### config.mk
export PLATFORM = sky130hd
export DESIGN_NAME = measurement_stream_rx
export DESIGN_NICKNAME = d
export VERILOG_FILES = /design/src/rtl/measurement_stream_rx.sv
export SDC_FILE = /design/constraint.sdc
export NUM_CORES = 1
export LEC_CHECK = 0
export BUFFER_PORTS_ARGS = -buffer_cell sky130_fd_sc_hd__buf_4
export CAP_MARGIN = 30
export CORE_UTILIZATION = 50
export CTS_CLUSTER_DIAMETER = 100
export CTS_CLUSTER_SIZE = 30
export DETAILED_ROUTE_END_ITERATION = 8
export HOLD_SLACK_MARGIN = 0.1
export PLACE_DENSITY = 0.88
export RECOVER_POWER = 50
export SYNTH_ARGS = -nofsm -noshare
export SYNTH_HDL_FRONTEND = slang
export SYNTH_SLANG_ARGS = --single-unit
### constraint.sdc
create_clock -name clk -period 2.2 [get_ports clk]
set_clock_uncertainty 0.15 [all_clocks]
set_input_delay 0.11 -clock clk [delete_from_list [all_inputs] [get_ports clk]]
set_output_delay 0.11 -clock clk [all_outputs]
set_load 0.05 [all_outputs]
### src/rtl/measurement_stream_rx.sv
// Byte-stream receiver: waits for a start-of-session byte, then assembles fixed-size
// measurement frames after each frame header. Optional MEAS_RX_ERR_CNT_EN adds discard_count.
module measurement_stream_rx #(
  parameter int          GRID_WIDTH_X            = 4,
  parameter int          GRID_WIDTH_Z            = 2,
  parameter int          GRID_WIDTH_U            = 3,
  parameter logic [7:0]  START_DECODING_MSG      = 8'h01,
  parameter logic [7:0]  MEASUREMENT_DATA_HEADER = 8'h02,
  localparam int BYTES_PER_ROUND      = (GRID_WIDTH_X * GRID_WIDTH_Z + 7) / 8,
  localparam int ALIGNED_PU_PER_ROUND = 8 * BYTES_PER_ROUND,
  localparam int FRAME_BYTES          = BYTES_PER_ROUND * GRID_WIDTH_U,
  localparam int MEAS_WIDTH           = ALIGNED_PU_PER_ROUND * GRID_WIDTH_U
) (
  input  logic                  clk,
  input  logic                  reset,
  input  logic [7:0]            input_data,
  input  logic                  input_valid,
  output logic                  input_ready,
  output logic                  start_decoding,
  output logic [MEAS_WIDTH-1:0] measurements,
  output logic                  measurements_valid,
  input  logic                  measurements_ready
`ifdef MEAS_RX_ERR_CNT_EN
  ,
  output logic [15:0]           discard_count
`endif
);

  localparam int CNT_W = (FRAME_BYTES > 1) ? $clog2(FRAME_BYTES) : 1;
  localparam logic [CNT_W-1:0] LAST_CNT = CNT_W'(FRAME_BYTES - 1);

  typedef enum logic [1:0] {IDLE, HEADER, PAYLOAD, HOLD} state_e;

  state_e                state_q;
  logic [CNT_W-1:0]      cnt_q;
  logic                  ready_q;
  logic                  start_q;
  logic                  valid_q;
  logic [MEAS_WIDTH-1:0] meas_q;
  logic                  fire;

  assign fire               = input_valid && ready_q;
  assign input_ready        = ready_q;
  assign start_decoding     = start_q;
  assign measurements       = meas_q;
  assign measurements_valid = valid_q;

  // All outputs are registered; input_ready is low exactly while a frame is held.
  always_ff @(posedge clk) begin
    if (reset) begin
      state_q <= IDLE;
      cnt_q   <= '0;
      ready_q <= 1'b1;
      start_q <= 1'b0;
      valid_q <= 1'b0;
      // NOTE: the frame register is wide but is still cleared, since downstream may read it before the first frame.
      meas_q  <= '0;
    end else begin
      start_q <= 1'b0;
      case (state_q)
        IDLE: begin
          if (fire && input_data == START_DECODING_MSG) begin
            start_q <= 1'b1;
            state_q <= HEADER;
          end
        end
        HEADER: begin
          if (fire) begin
            if (input_data == MEASUREMENT_DATA_HEADER) begin
              cnt_q   <= '0;
              state_q <= PAYLOAD;
            end else if (input_data == START_DECODING_MSG) begin
              start_q <= 1'b1;
            end
          end
        end
        PAYLOAD: begin
          if (fire) begin
            for (int n = 0; n < FRAME_BYTES; n++) begin
              if (cnt_q == CNT_W'(n)) meas_q[8*n +: 8] <= input_data;
            end
            if (cnt_q == LAST_CNT) begin
              state_q <= HOLD;
              valid_q <= 1'b1;
              ready_q <= 1'b0;
            end else begin
              cnt_q <= cnt_q + 1'b1;
            end
          end
        end
        HOLD: begin
          if (measurements_ready) begin
            state_q <= HEADER;
            valid_q <= 1'b0;
            ready_q <= 1'b1;
          end
        end
        default: state_q <= IDLE;
      endcase
    end
  end

`ifdef MEAS_RX_ERR_CNT_EN
  logic        discard;
  logic [15:0] discard_q;

  always_comb begin
    discard = 1'b0;
    if (fire) begin
      if (state_q == IDLE)
        discard = (input_data != START_DECODING_MSG);
      else if (state_q == HEADER)
        discard = (input_data != START_DECODING_MSG) && (input_data != MEASUREMENT_DATA_HEADER);
    end
  end

  always_ff @(posedge clk) begin
    if (reset)
      discard_q <= '0;
    else if (discard && discard_q != 16'hFFFF)
      discard_q <= discard_q + 16'd1;
  end

  assign discard_count = discard_q;
`endif

endmodule

==> impl_results.md, run 1 <==
- Run status: finished, violations left
- Violations in the final reports: hold timing
- Overflow after GRT: 0
- Number of levels in the clock H-tree: 2
- Worst-margin pin slew: 614 ps
- Worst Path Arrival: 2210 ps
- Footprint of the multi-input gates: 689 sq um
- Distinct cell type count after synthesis: 28
- Maximum achievable frequency: 0.470 GHz
- Average via count per standard cell: 5.47
- Final Max Slew Viols: 0
- Root Buffer: clkbuf_4
- Site Rows: 18
- Cells after synthesis: 165
- Seq cells post-synth: 31
- Vias: 1323
- First-pass GRT wire length: 4.95 mm
- Clock network latency to the later pin of the worst-skew pair: 330 ps
- DRC violations left: 0
- CTS tree: done
- Routed length per placed instance: 13.3 um
- Fraction of layout cells with a size suffix above 1: 0.108
- Area growth from synthesis to layout: 24.6%
- Nature of the critical path startpoint: input pin
- Final standard cell utilization of the core: 0.668
- Proportion of synthesized chip area in sequential cells: 0.459
- Per-instance average area after synthesis: 8.19 sq um
- Number of enable flip-flop cells after synthesis: 0
- Floorplan die width: 54.0 um
- Buffers added on ports: 38
- Floorplan die area: 0.00291 sq mm
- Most common cell after layout, fill and taps aside: nand2_1
- Data required time at the worst endpoint: 2280 ps
- Maximum VDD drop: 0.000430 V
- Detailed-router iteration count before antenna repair: 4
- Antenna fix cells: 0
- Total negative setup slack: 0 ps
- Total wirelength of the detailed-routed design: 3.23 mm
- Synthesized Nets: 184
- Leakage power total: 0.590 nW
- Min-delay worst type: input pin to register
- Max transition margin: 0.593
- Crit-path max FO: 4
- Finished Layout Cells: 242
- Top library cells by usage in the layout, fill and taps aside: nand2_1 (52), dfxtp_1 (31), clkbuf_1 (29), a21oi_1 (28), buf_4 (11)
- Core Area: 0.00252 sq mm
- Worst Hold Margin: -111 ps
- Min Tclk post-route: 2130 ps
- Filler cell count in the final layout: 237
- Main synth FF type: dfxtp_1
- Detail Placement HPWL: 2.32 mm
- Cell area power density: 611 mW/mm^2
- Fraction of synthesis flops using an asynchronous set or reset pin: 0
- Final net count: 230
- Final-report setup violation count: 0
- Max-cap check violation count: 0
- Clock Pin Slew Worst Setup and Hold Paths: 100 ps
- Remaining antenna violation count: 0
- Total area of sequential cells: 621 sq um
- Number of clock buffers inserted by TritonCTS: 5
- Antenna violations before repair: 0
- Number of global-route vias before repair: 1183
- Share of the cycle needed by the critical path after routing: 0.967
- Syn. warnings: 0
- Number of instances in the placed design: 226
- Crit Path Category: input pin to register
- Routability cong.: 0.780
- Total I/O pin count: 39
- Initial DRC count: 45
- Overall die height: 54.0 um
- Post-Synthesis Cell Area: 0.00135 sq mm
- CTS Buffer Depth: 2
- Initial Util: 0.536
- Crit path capture type: register
- Number of buffers inserted by hold repair at cts: 8
- RSZ-0062 raised after global routing: false
- Pin count of the biggest net entering global routing: 33
- Global routing usage summed across all routing layers: 0.242
- Final hold vios: 9
- Clock sinks: 31
==> state kept, by name, summed over array words and instances (netlist names) <==
name	count
cnt_q	2
input_ready	1
measurements	24
measurements_valid	1
start_decoding	1
state_q	2
==> what timing repair did <==
item / in CTS / in global routing
setup endpoints to repair: 0 / 1
setup buffers: 0 / 0
hold endpoints to repair: 28 / 10
gates resized for setup: 0 / 1
==> power by group <==
part	switching, mW	internal (mW)
clock	0.192	0.124
combinational	0.0716	0.0700
sequential	0.00429	0.566
total	0.268	0.760
==> synth_stat cells, types with 2 or more instances <==
library cell  instances  area (sq um)
nor2_1                4          15.0
and2_1                3          18.8
dfxtp_1              31           621
clkbuf_1              7          26.3
nand2b_1              4          25.0
o21ai_0               4          20.0
nand4_1               2          12.5
nand2_1              52           195
a21oi_1              28           140
inv_1                 6          22.5
ha_1                  7          87.6
==> worst paths after layout <==
kind	from	endpoint	slack, ps	cells past startpoint
worst min register to register	measurements[17]	measurements[17]	310	2
worst max-delay path	input_data[4]	state_q[0]	70	6
worst max register to register	state_q[0]	measurements[20]	240	6
worst min-delay path	input_data[2]	measurements[2]	-110	3
==> final cells by class <==
type / count / area share
flip-flops and latches: 31 / 0.368
clock buffers: 7 / 0.0267
inverters: 6 / 0.0134
multi-input cells: 121 / 0.409
clock inverters: 1 / 0.00297
well taps: 30 / 0.0223
repair buffers: 46 / 0.157
==> critical path, stage by stage <==
cell           delay (ps)
dlygate4sd3_1         540
buf_4                 150
or4_4                 470
o41ai_4               350
and4_4                300
mux2_4                300
==> through the flow <==
| step | setup WS (ps) | hold WS (ps) | power [mW] | cell area, sq um |
|---|---|---|---|---|
| finish | 71.7 | -111 | 1.03 | 1680 |
| CTS | 46.6 | -115 | 1.03 | 1780 |
| detailed placement | 169 | 246 | 0.710 | 1650 |
| global route | 41.3 | -121 | 1.07 | 1680 |
| floorplan | 273 | 96.0 | 0.668 | 1350 |
| global placement | 213 | 233 | 0.703 | 1650 |
==> routing by layer <==
layer  GRT usage  wire [um]  up-vias
met3      0.0791        223        3
met2       0.430       1630       50
li1            -          -      647
met5           0          0        -
met4       0.103         29        0
met1       0.260       1350      623
==> cell families (layout without fill, tap and decap cells) <==
logic type,Yosys count,count (layout),synth area share
buf+inv,13,60,0.0361
compound gates,39,39,0.178
flops,31,31,0.459
mux,2,2,0.0185
fa+ha+maj,7,7,0.0648
simple gates,73,73,0.244
(Power assumes the default switching activity.)
==> run 2: changes to the inputs <==
Settings changed: ABC_AREA from default to 1, CAP_MARGIN 30 to 10.
==> impl_results.md, run 2 <==
- Run status: completed
- Overflow after GRT: 0 (unchanged)
- Compound-cell area share of the yosys netlist: 0.224 (+0.0461)
- Vias: 1331 (+0.60%)
- Crit path capture type: register
- Cells after synthesis: 177 (+7.3%)
- Crit Path Category: register to register
- Distinct cell type count after synthesis: 23 (-18%)
- First-pass GRT wire length: 5.07 mm (+2.5%)
- Largest register FFs: 24 (unchanged)
- Filler cell count in the final layout: 223 (-5.9%)
- Total wirelength of the detailed-routed design: 3.24 mm (+0.37%)
- Total I/O pin count: 39 (unchanged)
- Max transition margin: 0.465 (-0.128)
- Total negative setup slack: 0 ps (unchanged)
- Main combinational cell family by area after synthesis: compound AO/OA/AOI/OAI gates
- Global-route layer with the greatest usage: met2
- CTS tree: done
- Initial DRC count: 26 (-42%)
- Max-cap check violation count: 0 (unchanged)
- Root Buffer: clkbuf_4
- Final hold vios: 0 (-9)
- Average via count per standard cell: 5.10 (-6.7%)
- Routed length per placed instance: 12.4 um (-6.9%)
- Floorplan die width: 54.8 um (+1.4%)
- Main synth FF type: dfxtp_1
- Met2 usage: 0.432 (+0.00169)
- Remaining antenna violation count: 0 (unchanged)
- Global Route met1 Usage: 0.273 (+0.0128)
- Detailed-router iteration count before antenna repair: 4 (unchanged)
- Cell area power density: 944 mW/mm^2 (+55%)
- Post-Synth XOR/XNOR Area: 0 (unchanged)
- Min Tclk post-route: 2070 ps (-63.0 ps)
- Fraction of synthesized cell area taken by the top area cell type: 0.446 (-0.0132)
- Worst Path Arrival: 2150 ps (-60 ps)
- Maximum VDD drop: 0.000775 V (+80%)
- Overall die height: 54.8 um (+1.4%)
- Nature of the critical path startpoint: register
- Routability cong.: 0.785 (+0.65%)
- Core Area: 0.00254 sq mm (+0.89%)
- DRC violations left: 0 (unchanged)
- Number of global-route vias before repair: 1181 (-0.17%)
- Worst Hold Margin: 136 ps (+247 ps)
- Antenna violations before repair: 0 (unchanged)
- Met3 Use GR: 0.0944 (+0.0153)
- Finished Cell Area: 0.00178 sq mm (+5.8%)
- Finished Layout Cells: 261 (+7.9%)
- Worst Setup Slack, final: 135 ps (+63.0 ps)
- Final standard cell utilization of the core: 0.700 (+0.0324)
- Floorplan die area: 0.00300 sq mm (+2.9%)
- Min-delay worst type: input pin to register
- Clock sinks: 31 (unchanged)
- Most common cell after layout, fill and taps aside: dfxtp_1
- Per-instance average area after synthesis: 7.86 sq um (-4.0%)
- Final net count: 249 (+8.3%)
- Top-count cell post-synth: dfxtp_1
- Clock Pin Slew Worst Setup and Hold Paths: 100 ps (about the same)
- Instance area at placement: 0.00168 sq mm (+1.9%)
- Library cell with the largest summed area after synthesis: dfxtp_1
- Post-layout total power: 1.68 mW (+64%)
- Crit-path max FO: 7 (+3)
- RSZ-0062 raised after global routing: false
- Final-report setup violation count: 0 (unchanged)
- Maximum achievable frequency: 0.484 GHz (+3.1%)
- CTS Buffer Depth: 2 (unchanged)
- Synth top area cells: dfxtp_1 (45%), o21ai_0 (9.7%), a21oi_1 (9.0%)
- Global routing usage summed across all routing layers: 0.251 (+0.00892)
- Site Rows: 18 (unchanged)
- Number of enable flip-flop cells after synthesis: 0 (unchanged)
- Post-Place Setup Slack: 467 ps (+298 ps)
- Area share of and/or/nand/nor cells after synthesis: 0.170 (-0.0736)
- Number of clock buffers inserted by TritonCTS: 5 (unchanged)
- Worst-margin pin slew: 800 ps (+186 ps)
- Pin count of the biggest net entering global routing: 17 (-48%)
- Detail Placement HPWL: 2.17 mm (-6.4%)
- Fraction of synthesis flops using an asynchronous set or reset pin: 0 (unchanged)
- Proportion of synthesized chip area in sequential cells: 0.446 (-0.0132)
- Leakage power total: 0.771 nW (+31%)
- Seq cells post-synth: 31 (unchanged)
- Number of instances in the placed design: 240 (+6.2%)
- Top post-synthesis cells by count: dfxtp_1 (31), o21ai_0 (27), a21oi_1 (25), nand2_1 (22), inv_1 (19)
- Fraction of layout cells with a size suffix above 1: 0.156 (+0.0474)
- Syn. warnings: 0 (unchanged)
- Post-Synthesis Cell Area: 0.00139 sq mm (+3.0%)
- Final Max Slew Viols: 0 (unchanged)
- Number of levels in the clock H-tree: 2 (unchanged)
- Share of cell area taken by muxes after synthesis: 0 (-0.0185)
- Post-CTS repair timing setup buffer count: 0 (unchanged)
- Clock network latency to the later pin of the worst-skew pair: 340 ps (about the same)
- Data required time at the worst endpoint: 2290 ps (about the same)
- Initial Util: 0.547 (+0.0110)
- Buffers added on ports: 38 (unchanged)
- Share of the cycle needed by the critical path after routing: 0.939 (-0.0287)
- Antenna fix cells: 0 (unchanged)
- Top library cells by usage in the layout, fill and taps aside: dfxtp_1 (30), o21ai_0 (27), clkbuf_1 (27), a21oi_1 (25), nand2_1 (22)
- Area growth from synthesis to layout: 28.1%
- Post-synthesis adder-cell area fraction: 0.0629 (-0.00187)
- Synthesized Nets: 196 (+6.5%)
## run 2: worst paths after layout
check                                   startpoint                 end  slack, ps  cells after the start
worst max-delay path                    state_q[0]  measurements_valid        130                     10
worst min-delay path            measurements_ready         input_ready        140                      7
worst max register to register          state_q[0]  measurements_valid        130                     10
worst min register to register          state_q[0]          state_q[0]        380                      2
## run 2: report_power, final
| part | total (mW) | leakage, nW | switching, mW | internal (mW) |
|---|---|---|---|---|
| combinational | 0.607 | 0.482 | 0.432 | 0.175 |
| sequential | 0.680 | 0.251 | 0.0460 | 0.634 |
| clock | 0.395 | 0.0375 | 0.208 | 0.187 |
| total | 1.68 | 0.771 | 0.687 | 0.996 |
## run 2: cells by family (layout without fill, tap and decap cells)
group	Yosys count	count (layout)
buf+inv	30	84
compound gates	58	58
fa+ha+maj	7	7
simple gates	51	51
flops	31	31
## run 2: layer usage
metal / up-vias / wire length, um
met3: 6 / 201
met4: 0 / 56
met2: 38 / 1570
li1: 680 / -
met5: - / 0
met1: 607 / 1420
## run 2: what timing repair did
item                                    4_1_cts  5_1_grt
resized for setup                             0        3
hold buffers                                 13        0
endpoints found under the setup margin        0        2
endpoints found under the hold margin        27        0
## run 2: worst max-delay path, cell delays in order (launching register included)
cell,delay [ps]
dfxtp_2,350
inv_1,80
ha_2,250
inv_2,80
nor2_4,150
inv_2,50
o21ai_0,100
nor2_1,80
nand2_1,70
a21oi_1,60
dlygate4sd3_1,550
## run 2: final cells by class
type	count	area (sq um)	share of cell area
Tap cell	30	37.5	0.0211
Sequential cell	31	622	0.349
Clock inverter	1	7.51	0.00421
Clock buffer	7	65.1	0.0365
Inverter	24	92.6	0.0520
Timing Repair Buffer	52	322	0.180
Multi-Input combinational cell	116	636	0.357
==> run 3: changes to the inputs <==
Settings changed: CELL_PAD_IN_SITES_DETAIL_PLACEMENT from default to 0, CELL_PAD_IN_SITES_GLOBAL_PLACEMENT from default to 1, CORE_ASPECT_RATIO from default to 1.1, CORE_UTILIZATION 50 to 36, CTS_CLUSTER_DIAMETER 100 to default.
==> impl_results.md, run 3 (synthesis results as in run 2) <==
- Post-layout total power: 1.84 mW (+9.1%)
- First-pass GRT wire length: 5.09 mm (+0.28%)
- Max-cap check violation count: 0 (unchanged)
- Final standard cell utilization of the core: 0.497 (-0.203)
- Total I/O pin count: 39 (unchanged)
- Clock sinks: 31 (unchanged)
- Routed length per placed instance: 11.7 um (-5.5%)
- Min Tclk post-route: 2100 ps (+39.5 ps)
- Root Buffer: clkbuf_8
- Top library cells by usage in the layout, fill and taps aside: dfxtp_1 (31), o21ai_0 (27), clkbuf_1 (27), a21oi_1 (25), nand2_1 (22)
- Floorplan die area: 0.00412 sq mm (+37%)
- Buffers added on ports: 38 (unchanged)
- Detailed-router iteration count before antenna repair: 5 (+1)
- Kind of cell adding the most delay to the critical path: buffers and inverters
- Final Max Slew Viols: 0 (unchanged)
- Finished Cell Area: 0.00183 sq mm (+2.7%)
- Share of the cycle needed by the critical path after routing: 0.957 (+0.0179)
- Antenna fix cells: 0 (unchanged)
- Library cell appearing most often on the critical path: dlygate4sd3_1
- Total negative setup slack: 0 ps (unchanged)
- Max transition margin: 0.597 (+0.133)
- Number of levels in the clock H-tree: 2 (unchanged)
- Worst Path Arrival: 2160 ps (about the same)
- CP cell instances: dlygate4sd3_1 -> buf_4 -> nor2_1 -> dlygate4sd3_1 -> nand3_1 -> dlygate4sd3_1 -> nor3_1
- Clock Pin Slew Worst Setup and Hold Paths: 60 ps (-40 ps)
- Pin count of the biggest net entering global routing: 31 (+14)
- Largest register FFs: 24 (unchanged)
- Site Rows: 23 (+5)
- Overflow after GRT: 0 (unchanged)
- Area growth from synthesis to layout: 31.6%
- CTS tree: done
- Overall die height: 67.2 um (+23%)
- Worst R2R Setup Slack: 500 ps (+370 ps)
- Core Area: 0.00368 sq mm (+45%)
- Initial DRC count: 97 (+270%)
- Data required time at the worst endpoint: 2260 ps (-30 ps)
- CTS Buffer Depth: 2 (unchanged)
- Final hold vios: 0 (unchanged)
- Detail Placement HPWL: 2.24 mm (+2.9%)
- Run status: completed
- Number of global-route vias before repair: 1090 (-7.7%)
- Number of clock buffers inserted by TritonCTS: 5 (unchanged)
- Final net count: 248 (-0.40%)
- RSZ-0062 raised after global routing: false
- Maximum achievable frequency: 0.475 GHz (-1.9%)
- Crit Path Category: input pin to register
- Crit-path max FO: 2 (-5)
- Slowest CP cell: dlygate4sd3_1
- DRC violations left: 0 (unchanged)
- Remaining antenna violation count: 0 (unchanged)
- Fraction of layout cells with a size suffix above 1: 0.148 (-0.00802)
- Total wirelength of the detailed-routed design: 3.29 mm (+1.4%)
- Min-delay worst type: input pin to register
- Cell area power density: 1000 mW/mm^2 (+6.2%)
- Crit path capture type: register
- Vias: 1265 (-5.0%)
- Antenna violations before repair: 0 (unchanged)
- Instance area at placement: 0.00170 sq mm (+1.5%)
- Nature of the critical path startpoint: input pin
- Buffers and inverters on the worst path: 4 (unchanged)
- Resize count post-CTS: 0 (unchanged)
- Most common cell after layout, fill and taps aside: dfxtp_1
- Initial Util: 0.378 (-0.169)
- Maximum VDD drop: 0.000492 V (-36%)
- Filler cell count in the final layout: 391 (+75%)
- Final-report setup violation count: 0 (unchanged)
- Floorplan die width: 61.3 um (+12%)
- Leakage power total: 0.793 nW (+2.8%)
- Worst-margin pin slew: 606 ps (-194 ps)
- Average via count per standard cell: 4.52 (-11%)
- Global routing usage summed across all routing layers: 0.175 (-0.0759)
- Clock network latency to the later pin of the worst-skew pair: 280 ps (-60 ps)
- Longest individual stage delay on the worst path: 560 ps (about the same)
- Routability cong.: 0.823 (+4.7%)
[run 3: changes by cell type in the layout (fill, tap and decap cells not counted), sizes merged]
cell and delta:
bufinv +1, clkbuf -2, clkinvlp -2, clkinv +3, dlygate4sd3 -1
[run 3: worst reg2reg max path, stage by stage, from the launching register on]
cell and delay [ps]:
dfxtp_1 380, inv_1 80, ha_1 280, inv_2 130, nor2_4 50, nand2_1 70, clkinv_2 180, o21ai_0 230
a21oi_1 60
[run 3: where the power goes]
group / internal, mW / switching (mW) / leakage [nW]
sequential: 0.634 / 0.0459 / 0.251
combinational: 0.166 / 0.432 / 0.484
clock: 0.337 / 0.220 / 0.0581
total: 1.14 / 0.699 / 0.793
[run 3: final cells by class]
| cell class | instances | area (sq um) | share of cell area |
|---|---|---|---|
| repair buffers | 51 | 312 | 0.170 |
| multi-input cells | 116 | 631 | 0.344 |
| well taps | 50 | 62.6 | 0.0342 |
| inverters | 24 | 92.6 | 0.0506 |
| clock buffers | 5 | 68.8 | 0.0376 |
| clock inverters | 3 | 43.8 | 0.0239 |
| flip-flops and latches | 31 | 621 | 0.339 |
[run 3: routing by layer]
layer | wire length [um] | vias to the layer above | GRT usage
met5 | 0 | - | 0
met4 | 48 | 0 | 0.0767
met3 | 161 | 4 | 0.0460
met2 | 1470 | 38 | 0.269
met1 | 1610 | 545 | 0.228
li1 | - | 678 | -
[run 3: final timing paths]
path | from | endpoint | depth (start not counted)
worst max-delay path | input_data[4] | start_decoding | 7
worst min register to register | measurements_valid | measurements_valid | 2
worst max register to register | state_q[0] | measurements[12] | 8
worst min-delay path | measurements_ready | measurements_valid | 6
[run 3: repair_timing]
| action | CTS | global route |
|---|---|---|
| hold buffers | 12 | 0 |
| buffers inserted | 0 | 0 |
| endpoints found under the hold margin | 26 | 0 |
[run 3: through the flow]
stage,hold slack [ps],std cells,setup slack (ps)
2_1_floorplan,29.1,177,526
3_3_place_gp,137,260,540
3_5_place_dp,139,260,487
4_1_cts,163,280,90.5
5_1_grt,259,280,11.7
6_report,185,280,95.2
